## src/rtl/mem_bus_pkg.sv

```systemverilog
// Shared memory-bus constants and elaboration-time helpers.
package mem_bus_pkg;

  localparam int unsigned MEM_AW = 32;
  localparam int unsigned MEM_DW = 32;
  localparam int unsigned MEM_SW = 4;

  // Read data handed back to a master whose transfer the watchdog aborted.
  localparam logic [MEM_DW-1:0] ERR_RDATA_DEFAULT = 32'hDEADBEEF;

  // Ceiling log2; clog2(1) = 0.
  function automatic int unsigned clog2(input int unsigned value);
    int unsigned res;
    res = 0;
    for (int unsigned i = 0; i < 32; i++) begin
      if ((64'(1) << i) < 64'(value)) res = i + 1;
    end
    return res;
  endfunction

  // Index width that never collapses to zero bits for a single master.
  function automatic int unsigned idx_width(input int unsigned n);
    return (n > 1) ? clog2(n) : 1;
  endfunction

endpackage

```

## src/rtl/mem_arb_rr_if.sv

```systemverilog
// Master-side and slave-side signals of the shared memory arbiter.
// slave  : the arbiter's view (it serves the N requesters).
// master : the surrounding system (requesters plus the memory responder).
interface mem_arb_rr_if #(
  parameter int unsigned N_MASTERS = 4
) ();
  import mem_bus_pkg::*;

  localparam int unsigned IdW = idx_width(N_MASTERS);

  logic [N_MASTERS-1:0]        m_valid;
  logic [N_MASTERS-1:0]        m_ready;
  logic [MEM_AW*N_MASTERS-1:0] m_addr;
  logic [MEM_DW*N_MASTERS-1:0] m_wdata;
  logic [MEM_SW*N_MASTERS-1:0] m_wstrb;
  logic [MEM_DW-1:0]           m_rdata;

  logic                        mem_valid;
  logic                        mem_ready;
  logic [MEM_AW-1:0]           mem_addr;
  logic [MEM_DW-1:0]           mem_wdata;
  logic [MEM_SW-1:0]           mem_wstrb;
  logic [MEM_DW-1:0]           mem_rdata;

  logic [IdW-1:0]              grant_id;
  logic                        timeout_err;

  modport slave (
    input  m_valid, m_addr, m_wdata, m_wstrb, mem_ready, mem_rdata,
    output m_ready, m_rdata, mem_valid, mem_addr, mem_wdata, mem_wstrb, grant_id, timeout_err
  );

  modport master (
    output m_valid, m_addr, m_wdata, m_wstrb, mem_ready, mem_rdata,
    input  m_ready, m_rdata, mem_valid, mem_addr, mem_wdata, mem_wstrb, grant_id, timeout_err
  );

endinterface

```

## src/rtl/mem_arb_rr_pick.sv

```systemverilog
// Combinational round-robin pick: first requester after 'last', wrapping.
// 'last' itself gets the lowest priority.
module rr_pick
  import mem_bus_pkg::*;
#(
  parameter int unsigned N = 4,
  localparam int unsigned IdW = idx_width(N)
) (
  input  logic [N-1:0]   req,
  input  logic [IdW-1:0] last,
  output logic           any,
  output logic [IdW-1:0] idx
);

  // Scan last+1, last+2, ... modulo N and keep the first hit.
  always_comb begin
    int unsigned j;
    j   = 0;
    any = 1'b0;
    idx = '0;
    for (int unsigned k = 0; k < N; k++) begin
      j = (32'(last) + 1 + k) % N;
      if (!any && req[j]) begin
        any = 1'b1;
        idx = IdW'(j);
      end
    end
  end

endmodule

```

## src/rtl/mem_arb_rr.sv

```systemverilog
// N-master round-robin arbiter in front of one memory slave, with a
// watchdog that aborts hung transfers with an error response.
module mem_arb_rr
  import mem_bus_pkg::*;
#(
  parameter int unsigned       N_MASTERS = 4,
  parameter int unsigned       TIMEOUT   = 255,
  parameter logic [MEM_DW-1:0] ERR_RDATA = ERR_RDATA_DEFAULT
) (
  input logic         clk,
  input logic         rst,
  mem_arb_rr_if.slave bus
);

  localparam int unsigned IdW = idx_width(N_MASTERS);
  localparam int unsigned WdW = (TIMEOUT > 0) ? clog2(TIMEOUT + 1) : 1;
  localparam logic [WdW-1:0] WdLast = (TIMEOUT > 0) ? WdW'(TIMEOUT - 1) : '0;

  localparam logic [0:0] StIdle = 1'b0;
  localparam logic [0:0] StBusy = 1'b1;

  logic [0:0]     state_q, state_d;
  logic [IdW-1:0] owner_q, owner_d;
  logic [IdW-1:0] last_q, last_d;
  logic [WdW-1:0] wd_q, wd_d;

  logic           busy, timeout, done;
  logic [IdW-1:0] pick_last, pick_idx;
  logic           pick_any;

  // While busy the owner is about to become 'last', so rotate from it directly;
  // this is what makes back-to-back grants bubble-free.
  always_comb begin
    busy      = (state_q == StBusy);
    timeout   = (TIMEOUT > 0) && busy && !bus.mem_ready && (wd_q == WdLast);
    done      = busy && (bus.mem_ready || timeout);
    pick_last = busy ? owner_q : last_q;
  end

  rr_pick #(
    .N(N_MASTERS)
  ) u_pick (
    .req (bus.m_valid),
    .last(pick_last),
    .any (pick_any),
    .idx (pick_idx)
  );

  // Next-state: grant from idle, rotate or release on completion, run watchdog.
  always_comb begin
    state_d = state_q;
    owner_d = owner_q;
    last_d  = last_q;
    wd_d    = wd_q;
    case (state_q)
      StIdle: begin
        if (pick_any) begin
          state_d = StBusy;
          owner_d = pick_idx;
          wd_d    = '0;
        end
      end
      StBusy: begin
        if (done) begin
          last_d = owner_q;
          wd_d   = '0;
          if (pick_any) owner_d = pick_idx;
          else          state_d = StIdle;
        end else if (TIMEOUT > 0) begin
          wd_d = wd_q + 1'b1;
        end
      end
      default: state_d = StIdle;
    endcase
  end

  // State registers; last resets to N-1 so master 0 wins the first grant.
  always_ff @(posedge clk) begin
    if (rst) begin
      state_q <= StIdle;
      owner_q <= '0;
      last_q  <= IdW'(N_MASTERS - 1);
      wd_q    <= '0;
    end else begin
      state_q <= state_d;
      owner_q <= owner_d;
      last_q  <= last_d;
      wd_q    <= wd_d;
    end
  end

  // Owner-indexed muxes and completion strobe; mem_ready beats the watchdog.
  always_comb begin
    bus.mem_valid = busy;
    bus.mem_addr  = bus.m_addr[MEM_AW*owner_q +: MEM_AW];
    bus.mem_wdata = bus.m_wdata[MEM_DW*owner_q +: MEM_DW];
    bus.mem_wstrb = bus.m_wstrb[MEM_SW*owner_q +: MEM_SW];
    bus.m_ready   = '0;
    if (done) bus.m_ready[owner_q] = 1'b1;
    bus.m_rdata     = timeout ? ERR_RDATA : bus.mem_rdata;
    bus.grant_id    = busy ? owner_q : '0;
    bus.timeout_err = timeout;
  end

endmodule

```

## src/flat_wrapper.sv

```systemverilog
// flat-port wrapper written by rule: the top's interface ports become plain ports
module mem_arb_rr_flat import mem_bus_pkg::*;
#(
  parameter int unsigned       N_MASTERS = 4,
  parameter int unsigned       TIMEOUT   = 255,
  parameter logic [MEM_DW-1:0] ERR_RDATA = ERR_RDATA_DEFAULT
)
  (clk, rst, bus_m_valid, bus_m_addr, bus_m_wdata, bus_m_wstrb, bus_mem_ready, bus_mem_rdata, bus_m_ready, bus_m_rdata, bus_mem_valid, bus_mem_addr, bus_mem_wdata, bus_mem_wstrb, bus_grant_id, bus_timeout_err);
  mem_arb_rr_if #(.N_MASTERS(N_MASTERS)) bus_i ();
  input logic clk;
  input logic rst;
  input wire logic [$bits(bus_i.m_valid)-1:0] bus_m_valid;
  input wire logic [$bits(bus_i.m_addr)-1:0] bus_m_addr;
  input wire logic [$bits(bus_i.m_wdata)-1:0] bus_m_wdata;
  input wire logic [$bits(bus_i.m_wstrb)-1:0] bus_m_wstrb;
  input wire logic [$bits(bus_i.mem_ready)-1:0] bus_mem_ready;
  input wire logic [$bits(bus_i.mem_rdata)-1:0] bus_mem_rdata;
  output wire logic [$bits(bus_i.m_ready)-1:0] bus_m_ready;
  output wire logic [$bits(bus_i.m_rdata)-1:0] bus_m_rdata;
  output wire logic [$bits(bus_i.mem_valid)-1:0] bus_mem_valid;
  output wire logic [$bits(bus_i.mem_addr)-1:0] bus_mem_addr;
  output wire logic [$bits(bus_i.mem_wdata)-1:0] bus_mem_wdata;
  output wire logic [$bits(bus_i.mem_wstrb)-1:0] bus_mem_wstrb;
  output wire logic [$bits(bus_i.grant_id)-1:0] bus_grant_id;
  output wire logic [$bits(bus_i.timeout_err)-1:0] bus_timeout_err;
  assign bus_i.m_valid = bus_m_valid;
  assign bus_i.m_addr = bus_m_addr;
  assign bus_i.m_wdata = bus_m_wdata;
  assign bus_i.m_wstrb = bus_m_wstrb;
  assign bus_i.mem_ready = bus_mem_ready;
  assign bus_i.mem_rdata = bus_mem_rdata;
  assign bus_m_ready = bus_i.m_ready;
  assign bus_m_rdata = bus_i.m_rdata;
  assign bus_mem_valid = bus_i.mem_valid;
  assign bus_mem_addr = bus_i.mem_addr;
  assign bus_mem_wdata = bus_i.mem_wdata;
  assign bus_mem_wstrb = bus_i.mem_wstrb;
  assign bus_grant_id = bus_i.grant_id;
  assign bus_timeout_err = bus_i.timeout_err;
  mem_arb_rr #(.N_MASTERS(N_MASTERS), .TIMEOUT(TIMEOUT), .ERR_RDATA(ERR_RDATA)) u_core (.clk(clk), .rst(rst), .bus(bus_i));
endmodule
```

## config.mk

```make
export PLATFORM = sky130hd
export DESIGN_NAME = mem_arb_rr_flat
export DESIGN_NICKNAME = d
export VERILOG_FILES = /design/src/rtl/mem_bus_pkg.sv /design/src/rtl/mem_arb_rr_if.sv /design/src/rtl/mem_arb_rr_pick.sv /design/src/rtl/mem_arb_rr.sv /design/src/flat_wrapper.sv
export SDC_FILE = /design/constraint.sdc
export NUM_CORES = 1
export LEC_CHECK = 0
export ABC_AREA = 1
export CAP_MARGIN = 20
export CORE_AREA = 3 3 160 162
export DETAILED_ROUTE_END_ITERATION = 12
export DIE_AREA = 0 0 163 165
export PLACE_DENSITY_LB_ADDON = 0.05
export SYNTH_ARGS = -nofsm -noshare
export SYNTH_HDL_FRONTEND = slang
export SYNTH_HIERARCHICAL = 1
export SYNTH_SLANG_ARGS = --single-unit
```

## constraint.sdc

```tcl
create_clock -name clk -period 5.6 [get_ports clk]
set_input_delay 0.84 -clock clk [delete_from_list [all_inputs] [get_ports clk]]
set_output_delay 0.84 -clock clk [all_outputs]
set_load 0.03 [all_outputs]
```

==> results.rst, run 1 <==
.. list-table::
   :header-rows: 1

   * - Metric
     - Value
   * - Max rail drop VDD
     - 276 uV
   * - Clk slew on worst S/H paths
     - roughly 0.05 ns
   * - Iteration-0 DRC count of the detailed router
     - 264
   * - Worst-Margin Slew
     - about 0.87 ns
   * - Quantity of hold-fixing buffers added after cts
     - 0
   * - Slowest cell on crit path
     - dfxtp_4
   * - Ys Warns
     - 6
   * - Max FO, Critical Path
     - 73
   * - Endpoint of the most critical register-to-register path
     - u_core/wd_q[6]$_SDFFE_PP0P_
   * - Type of the worst setup path
     - reg -> out
   * - Setup crit start kind
     - register
   * - Area fraction of the dominant cell type after synthesis
     - 34.4%
   * - Initial antenna violation count
     - 9
   * - Netlist cell types
     - 28
   * - Worst path required time
     - 4.76 ns
   * - Syn Area/Cell
     - about 5.7 um^2
   * - Cell Rows
     - 57
   * - Effective utilization at floorplan
     - 12.9%
   * - Critical Path Max Stage Delay
     - 0.86 ns
   * - Number of hold-slack violations in the final timing report
     - 0
   * - Number of clock sinks
     - 13
   * - Number of I/O port buffers
     - 418
   * - Hold_sp
     - u_core/last_q[0]$_SDFFE_PP1P_
   * - Std-Cell Core Area
     - about 24000 um^2
   * - Postcts setup bufs
     - 0
   * - Clock root buffer
     - clkbuf_16
   * - Finished Cell Area
     - 7610 um^2
   * - Capturing element type of the critical path
     - primary output
   * - Count of nets left with antenna violations after detail routing
     - 0
   * - Sum Neg Setup Slack
     - 0 ns
   * - Static Leak
     - between 0.002 and 0.003 uW
   * - Total die area
     - 26900 um^2
   * - Number of cells produced by synthesis
     - 549
   * - Cell depth of the worst flop-to-flop path
     - 14
   * - Min Clock Period, post-route
     - 3.80 ns
   * - Leading area contributor after synthesis
     - nand3_1
   * - IO Count
     - 419
   * - PostCTS Resize Cnt
     - 0
   * - Fmax
     - 0.263 GHz
   * - Headroom to the max-slew limit
     - between 40 and 50%
   * - Hold-critical path endpoint
     - u_core/last_q[0]$_SDFFE_PP1P_
   * - Data arrival time of the critical path
     - 2.96 ns
   * - Hold/Removal Path Class
     - reg -> reg
   * - Wire length per cell
     - 20.3 um
   * - Portion of the clock cycle consumed by the worst path in the final layout
     - 67.8%
   * - Top cells by area in the synthesized netlist
     - nand3_1, a22oi_1, nand2_1
   * - Max-cap violations
     - 0
   * - Kind of cell with the highest combined delay on the critical path
     - buffers and inverters
   * - Vias in the first global route
     - ~5300
   * - Drc violations
     - 0
   * - DR vias
     - 5346
   * - H-tree level count
     - 1
   * - Number of optimization iterations in the first detailed-route pass
     - 5
   * - Outcome
     - finished clean
   * - Setup Viol. Count Final
     - 0
   * - RSZ-0062 raised after global routing
     - no
   * - Area Overhead vs Synth
     - 144%
   * - DP HPWL
     - roughly 20000 um
   * - Power Dens Cells
     - 451 nW/um^2
   * - Worst setup skew after layout
     - 0.00203 ns
   * - Critical path buffers and inverters
     - 2
   * - Maximum number of pins on one net before global-route repair
     - 74
   * - Worst path cell trace
     - buf_4 -> nand3_1 -> nand3_1 -> clkdlybuf4s50_1
   * - Clock network latency to the later pin of the worst-skew pair
     - 0.24 ns
   * - Fraction of final layout cells with drive strength greater than 1
     - around 6.6%
   * - Vias per std cell
     - about 4.3
   * - Number of max-slew violations in the final report
     - 0
   * - Register bit total from synthesis
     - 13
   * - Library cell appearing most often on the critical path
     - nand3_1
   * - Number of buffers on the longest clock path
     - 2
   * - Final estimated routing congestion in global placement
     - approximately 0.82
   * - Sequential area share after synthesis
     - 8.32%
   * - Post-Route WL
     - between 20000 and 30000 um
   * - Reg2Reg Launch Point
     - u_core/bus.mem_valid$_SDFF_PP0_
   * - Post-place instance area
     - between 7000 and 8000 um^2
   * - Overall Global Routing Usage
     - 17.1%
   * - Flop-to-flop setup slack
     - 2.62 ns
   * - NumNets Final
     - 1241
   * - Total global routing overflow
     - 0
   * - TritonCTS clock tree
     - yes
   * - TritonCTS buffer count
     - 3
   * - Height of the die
     - 165 um
   * - Hold-critical path depth
     - 2
   * - Most frequent cells in the layout
     - clkdlybuf4s50_1, nand3_1, nand2_1
   * - Chip Width
     - 163 um
   * - Nets in the synthesized netlist
     - 862
   * - Wire length of the first global-routing pass
     - 35300 um
   * - Most common cell after layout, fill and taps aside
     - clkdlybuf4s50_1
   * - Total standard cell area after synthesis
     - 3130 um^2
[worst min-delay path, cell delays in order, from the launching register on]
cell and delay [ns]:
dfxtp_1 0.30, nand2_1 0.06, nand2_1 0.04
[final cells by class]
| cell class | instances | area, um^2 |
|---|---|---|
| Antenna cell | 5 | 12.5 |
| Clock buffer | 4 | 78.8 |
| Fill cell | 2641 | 16600 |
| Inverter | 35 | 131 |
| Multi-Input combinational cell | 450 | 2460 |
| Sequential cell | 13 | 268 |
| Tap cell | 324 | 405 |
| Timing Repair Buffer | 425 | 4260 |
[per-stage QoR]
step	std cells	setup WS (ns)	total power [uW]	hold slack, ns	utilization [%]
after CTS	1250	1.54	3470	0.456	31.3
final	1256	1.80	3430	0.449	31.4
after detailed placement	1246	1.80	3310	0.447	30.9
after global routing	1255	1.64	3660	0.492	31.4
after floorplan	549	3.03	2000	0.426	-
after global placement	1246	1.79	3330	0.448	30.9
[flip-flops by register name (all words and copies together), names as in the netlist]
signal	cells
u_core/last_q	2
u_core/wd_q	8
u_core/bus.mem_valid	1
u_core/owner_q	2
[synthesized netlist by cell type]
library cell and count:
nand3_1 215, clkbuf_1 20, buf_6 4, clkbuf_8 2, dfxtp_1 13, nand4_1 8, nor3_2 2, inv_1 32
nand3b_1 1, o21ai_0 3, a21oi_1 9, nand3_2 1, nand2_1 75, o21a_1 1, a22oi_1 67, inv_2 3
nand3b_4 1, or2_2 24, xor2_1 2, nor2_2 2, buf_4 6, nor2_1 21, nor2_4 3, o21ai_2 1
nand2_2 10, buf_2 19, ha_1 2, nand2_4 2
[metal layers]
layer	vias up	share of wire, %	GRT usage, %
met3	14	8.1	4.87
met4	8	0.43	2.19
li1	2714	-	-
met1	2422	38	20.0
met5	-	0.21	0
met2	188	53	31.8
[worst max-delay path by stage]
stage | start | to | cells past startpoint
after floorplan | bus_mem_ready | bus_m_rdata[18] | 7
after global placement | u_core/owner_q[1]$_SDFFE_PP0P_ | bus_mem_wdata[19] | 5
after detailed placement | u_core/owner_q[1]$_SDFFE_PP0P_ | bus_mem_wdata[19] | 5
after CTS | u_core/owner_q[1]$_SDFFE_PP0P_ | bus_mem_wdata[19] | 5
after global routing | u_core/owner_q[1]$_SDFFE_PP0P_ | bus_mem_addr[9] | 4
final | u_core/owner_q[1]$_SDFFE_PP0P_ | bus_mem_addr[18] | 4
[where the power goes]
part / total, uW / internal [uW] / switching [uW] / leakage (uW)
Clock: 137 / 96.2 / 40.9 / 0.0000382
Sequential: 239 / 110 / 129 / 0.000107
Combinational: 3060 / 1210 / 1850 / 0.00279
[cells by family (layout without fill, tap and decap cells)]
| family | Yosys count | count (layout) | share of synthesized area, % |
|---|---|---|---|
| other | 0 | 5 | 0 |
| xor gates and xnor gates | 2 | 2 | 0.560 |
| AOI/OAI and AO/OA | 81 | 81 | 18.5 |
| buffers and inverters | 86 | 464 | 13.4 |
| DFF | 13 | 13 | 8.32 |
| adders and majority gates | 2 | 2 | 0.800 |
| and+or+nand+nor | 365 | 365 | 58.4 |
Note: power is estimated with default switching activity, not from simulation.
==> run 2: changes to the inputs <==
--- a/config.mk
+++ b/config.mk
@@ -7,9 +7,9 @@
 export LEC_CHECK = 0
 export ABC_AREA = 1
 export CAP_MARGIN = 20
-export CORE_AREA = 3 3 160 162
+export CORE_AREA = 3 3 161 163
 export DETAILED_ROUTE_END_ITERATION = 12
-export DIE_AREA = 0 0 163 165
+export DIE_AREA = 0 0 164 166
 export PLACE_DENSITY_LB_ADDON = 0.05
 export SYNTH_ARGS = -nofsm -noshare
 export SYNTH_HDL_FRONTEND = slang
==> constraint.sdc (replaced) <==
create_clock -name clk -period 3.1 [get_ports clk]
set_input_delay 0.465 -clock clk [delete_from_list [all_inputs] [get_ports clk]]
set_output_delay 0.465 -clock clk [all_outputs]
set_load 0.03 [all_outputs]
==> run 2 against run 1 <==
Compared with the run above:
- clock skew hardly changed
- via count rose by 1.9%
- utilization up 0.073 points
- global-route usage down 0.36 points
- sequential power increased by 30%
==> results.rst, run 2 (synthesis gave the netlist of run 1 again) <==
.. list-table::
   :header-rows: 1

   * - Metric
     - Value
   * - Outcome
     - finished clean (unchanged)
   * - Static Leak
     - 0.00311 uW (was 0.00294 uW)
   * - IO Count
     - 419 (unchanged)
   * - Worst path required time
     - 2.63 ns (was 4.76 ns)
   * - Number of clock sinks
     - 13 (unchanged)
   * - Largest Register
     - u_core/wd_q (unchanged)
   * - Setup Viol. Count Final
     - 0 (unchanged)
   * - TritonCTS buffer count
     - 3 (unchanged)
   * - Vias per std cell
     - 4.32 (was 4.26)
   * - Max-cap violations
     - 0 (unchanged)
   * - Combinational power share
     - 91.4% (was 89.0%)
   * - Setup crit start kind
     - input port (was register)
   * - Hold-critical path endpoint
     - u_core/last_q[0]$_SDFFE_PP1P_ (unchanged)
   * - DR vias
     - 5445 (was 5346)
   * - Portion of the clock cycle consumed by the worst path in the final layout
     - 89.9%
   * - Height of the die
     - 166 um (was 165 um)
   * - Std-Cell Core Area
     - 24500 um^2 (was 24200 um^2)
   * - Min Clock Period, post-route
     - about 2.8 ns
   * - Type of the worst setup path
     - in -> out (was reg -> out)
   * - Int Power
     - 2720 uW (was 1410 uW)
   * - Total global routing overflow
     - 0 (unchanged)
   * - Final estimated routing congestion in global placement
     - 0.805 (was 0.819)
   * - Total die area
     - 27200 um^2 (was 26900 um^2)
   * - Clock root buffer
     - clkbuf_16 (unchanged)
   * - NumNets Final
     - 1246 (was 1241)
   * - Effective utilization at floorplan
     - 12.8% (was 12.9%)
   * - Number of buffers on the longest clock path
     - 2 (unchanged)
   * - Largest registers
     - u_core/wd_q x8, u_core/last_q x2, u_core/owner_q x2 (unchanged)
   * - Fraction of final layout cells with drive strength greater than 1
     - 14.6% (was 6.58%)
   * - Most common cell after layout, fill and taps aside
     - clkdlybuf4s50_1 (unchanged)
   * - Most frequent cells in the layout
     - clkdlybuf4s50_1, nand3_1, nand2_1 (unchanged)
   * - Endpoint of the most critical register-to-register path
     - u_core/wd_q[6]$_SDFFE_PP0P_ (unchanged)
   * - Number of optimization iterations in the first detailed-route pass
     - 7 (was 5)
   * - Sum Neg Setup Slack
     - 0 ns (unchanged)
   * - Hold/Removal Path Class
     - reg -> reg (unchanged)
   * - Number of I/O port buffers
     - 418 (unchanged)
   * - Fmax
     - around 0.36 GHz
   * - Data arrival time of the critical path
     - 2.32 ns (was 2.96 ns)
   * - Initial antenna violation count
     - 5 (was 9)
   * - Cell depth of the worst flop-to-flop path
     - 14 (unchanged)
   * - Total net switching power
     - 3780 uW (was 2020 uW)
   * - Drc violations
     - 0 (unchanged)
   * - Number of hold-slack violations in the final timing report
     - 0 (unchanged)
   * - Clock network latency to the later pin of the worst-skew pair
     - 0.24 ns (about the same)
   * - Wire length of the first global-routing pass
     - 35100 um (was 35300 um)
   * - Overall Global Routing Usage
     - 16.8% (was 17.1%)
   * - Capturing element type of the critical path
     - primary output (unchanged)
   * - Clk network pwr share
     - 3.8% (was 4.0%)
   * - Share of total power in sequential cells
     - 4.8% (was 7.0%)
   * - RSZ-0062 raised after global routing
     - no (unchanged)
   * - Maximum number of pins on one net before global-route repair
     - 71 (was 74)
   * - Max reg flops
     - 8 (unchanged)
   * - Number of max-slew violations in the final report
     - 0 (unchanged)
   * - Worst setup path start
     - bus_mem_ready (was u_core/owner_q[1]$_SDFFE_PP0P_)
   * - Reg2Reg Launch Point
     - u_core/owner_q[1]$_SDFFE_PP0P_ (was u_core/bus.mem_valid$_SDFF_PP0_)
   * - Postcts setup bufs
     - 0 (unchanged)
   * - Max FO, Critical Path
     - 25 (was 73)
   * - Worst-Margin Slew
     - 0.882 ns (was 0.867 ns)
   * - Hold-critical path depth
     - 2 (unchanged)
   * - Post-place instance area
     - 7610 um^2 (was 7500 um^2)
   * - Max rail drop VDD
     - 406 uV (was 276 uV)
   * - Post-Route WL
     - 24700 um (was 25500 um)
   * - Switching part of the total power
     - 58.1% (was 58.8%)
   * - Chip Width
     - 164 um (was 163 um)
   * - Power Dens Cells
     - 844 nW/um^2 (was 451 nW/um^2)
   * - Flop-to-flop setup slack
     - 0.58 ns (was 2.62 ns)
   * - TritonCTS clock tree
     - yes (unchanged)
   * - H-tree level count
     - 1 (unchanged)
   * - Count of nets left with antenna violations after detail routing
     - 0 (unchanged)
   * - Quantity of hold-fixing buffers added after cts
     - 0 (unchanged)
   * - Cell Rows
     - 57 (unchanged)
   * - Wire length per cell
     - 19.6 um (was 20.3 um)
   * - Worst setup skew after layout
     - 0.00241 ns (was 0.00203 ns)
   * - Area Overhead vs Synth
     - 146% (was 144%)
   * - FILL cells
     - 2686 (was 2641)
   * - Finished Cell Area
     - 7700 um^2 (was 7610 um^2)
   * - Headroom to the max-slew limit
     - 41.2% (was 42.2%)
   * - Clk slew on worst S/H paths
     - 0.05 ns (about the same)
   * - PostCTS Resize Cnt
     - 0 (unchanged)
   * - DP HPWL
     - 20000 um (was 20200 um)
   * - Iteration-0 DRC count of the detailed router
     - 294 (was 264)
   * - Hold_sp
     - u_core/last_q[0]$_SDFFE_PP1P_ (unchanged)
   * - Vias in the first global route
     - 5155 (was 5275)
## run 2: routing by layer
layer  track usage, %  share of wire, %
met5                0             0.097
met4             1.58              0.83
met3             4.61               8.8
met2             31.5                52
met1             19.4                38
## run 2: final cells by class
type | count | area, um^2 | area share [%]
Multi-Input combinational cell | 450 | 2460 | 31.9
Inverter | 35 | 131 | 1.71
Sequential cell | 13 | 268 | 3.48
Timing Repair Buffer | 430 | 4350 | 56.5
Tap cell | 324 | 405 | 5.26
Antenna cell | 4 | 10.0 | 0.130
Clock buffer | 4 | 78.8 | 1.02
## run 2: how the worst max path moves through the flow
stage	endpoint
3_3_place_gp	bus_m_rdata[30]
6_report	bus_m_rdata[13]
5_1_grt	bus_m_rdata[13]
2_1_floorplan	u_core/wd_q[6]$_SDFFE_PP0P_
3_5_place_dp	bus_m_rdata[30]
4_1_cts	bus_m_rdata[16]
## run 2: power groups by stage
stage	registers, uW	logic (uW)	clock network (uW)
5_1_grt	322	6300	262
3_5_place_dp	315	6030	0
3_3_place_gp	313	6080	0
6_report	310	5940	246
4_1_cts	312	6040	253
2_1_floorplan	209	3410	0
## run 2: metrics by stage
stage | hold slack, ns | cells | util [%] | total power (uW) | worst slack, ns
after floorplan | 0.426 | 549 | - | 3610 | 0.726
after global routing | 0.488 | 1257 | 31.4 | 6890 | 0.161
after CTS | 0.468 | 1256 | 31.4 | 6610 | 0.299
after detailed placement | 0.461 | 1252 | 31.1 | 6340 | 0.307
after global placement | 0.471 | 1252 | 31.1 | 6390 | 0.292
final | 0.458 | 1260 | 31.5 | 6500 | 0.312
## run 2: worst max-delay path, stage by stage
cell and delay, ns:
clkdlybuf4s50_1 0.43, inv_1 0.08, nand3_1 0.06, nor2_1 0.12, nand2_2 0.06, inv_2 0.25, or2_2 0.17, clkdlybuf4s50_1 0.67
==> run 3: changes to the inputs <==
--- a/config.mk
+++ b/config.mk
@@ -8,6 +8,7 @@
 export ABC_AREA = 1
 export CAP_MARGIN = 20
 export CORE_AREA = 3 3 161 163
+export CTS_CLUSTER_SIZE = 28
 export DETAILED_ROUTE_END_ITERATION = 12
 export DIE_AREA = 0 0 164 166
 export PLACE_DENSITY_LB_ADDON = 0.05
==> results of run 3 <==
Final layout, timing and power as in run 2 (identical DEF).
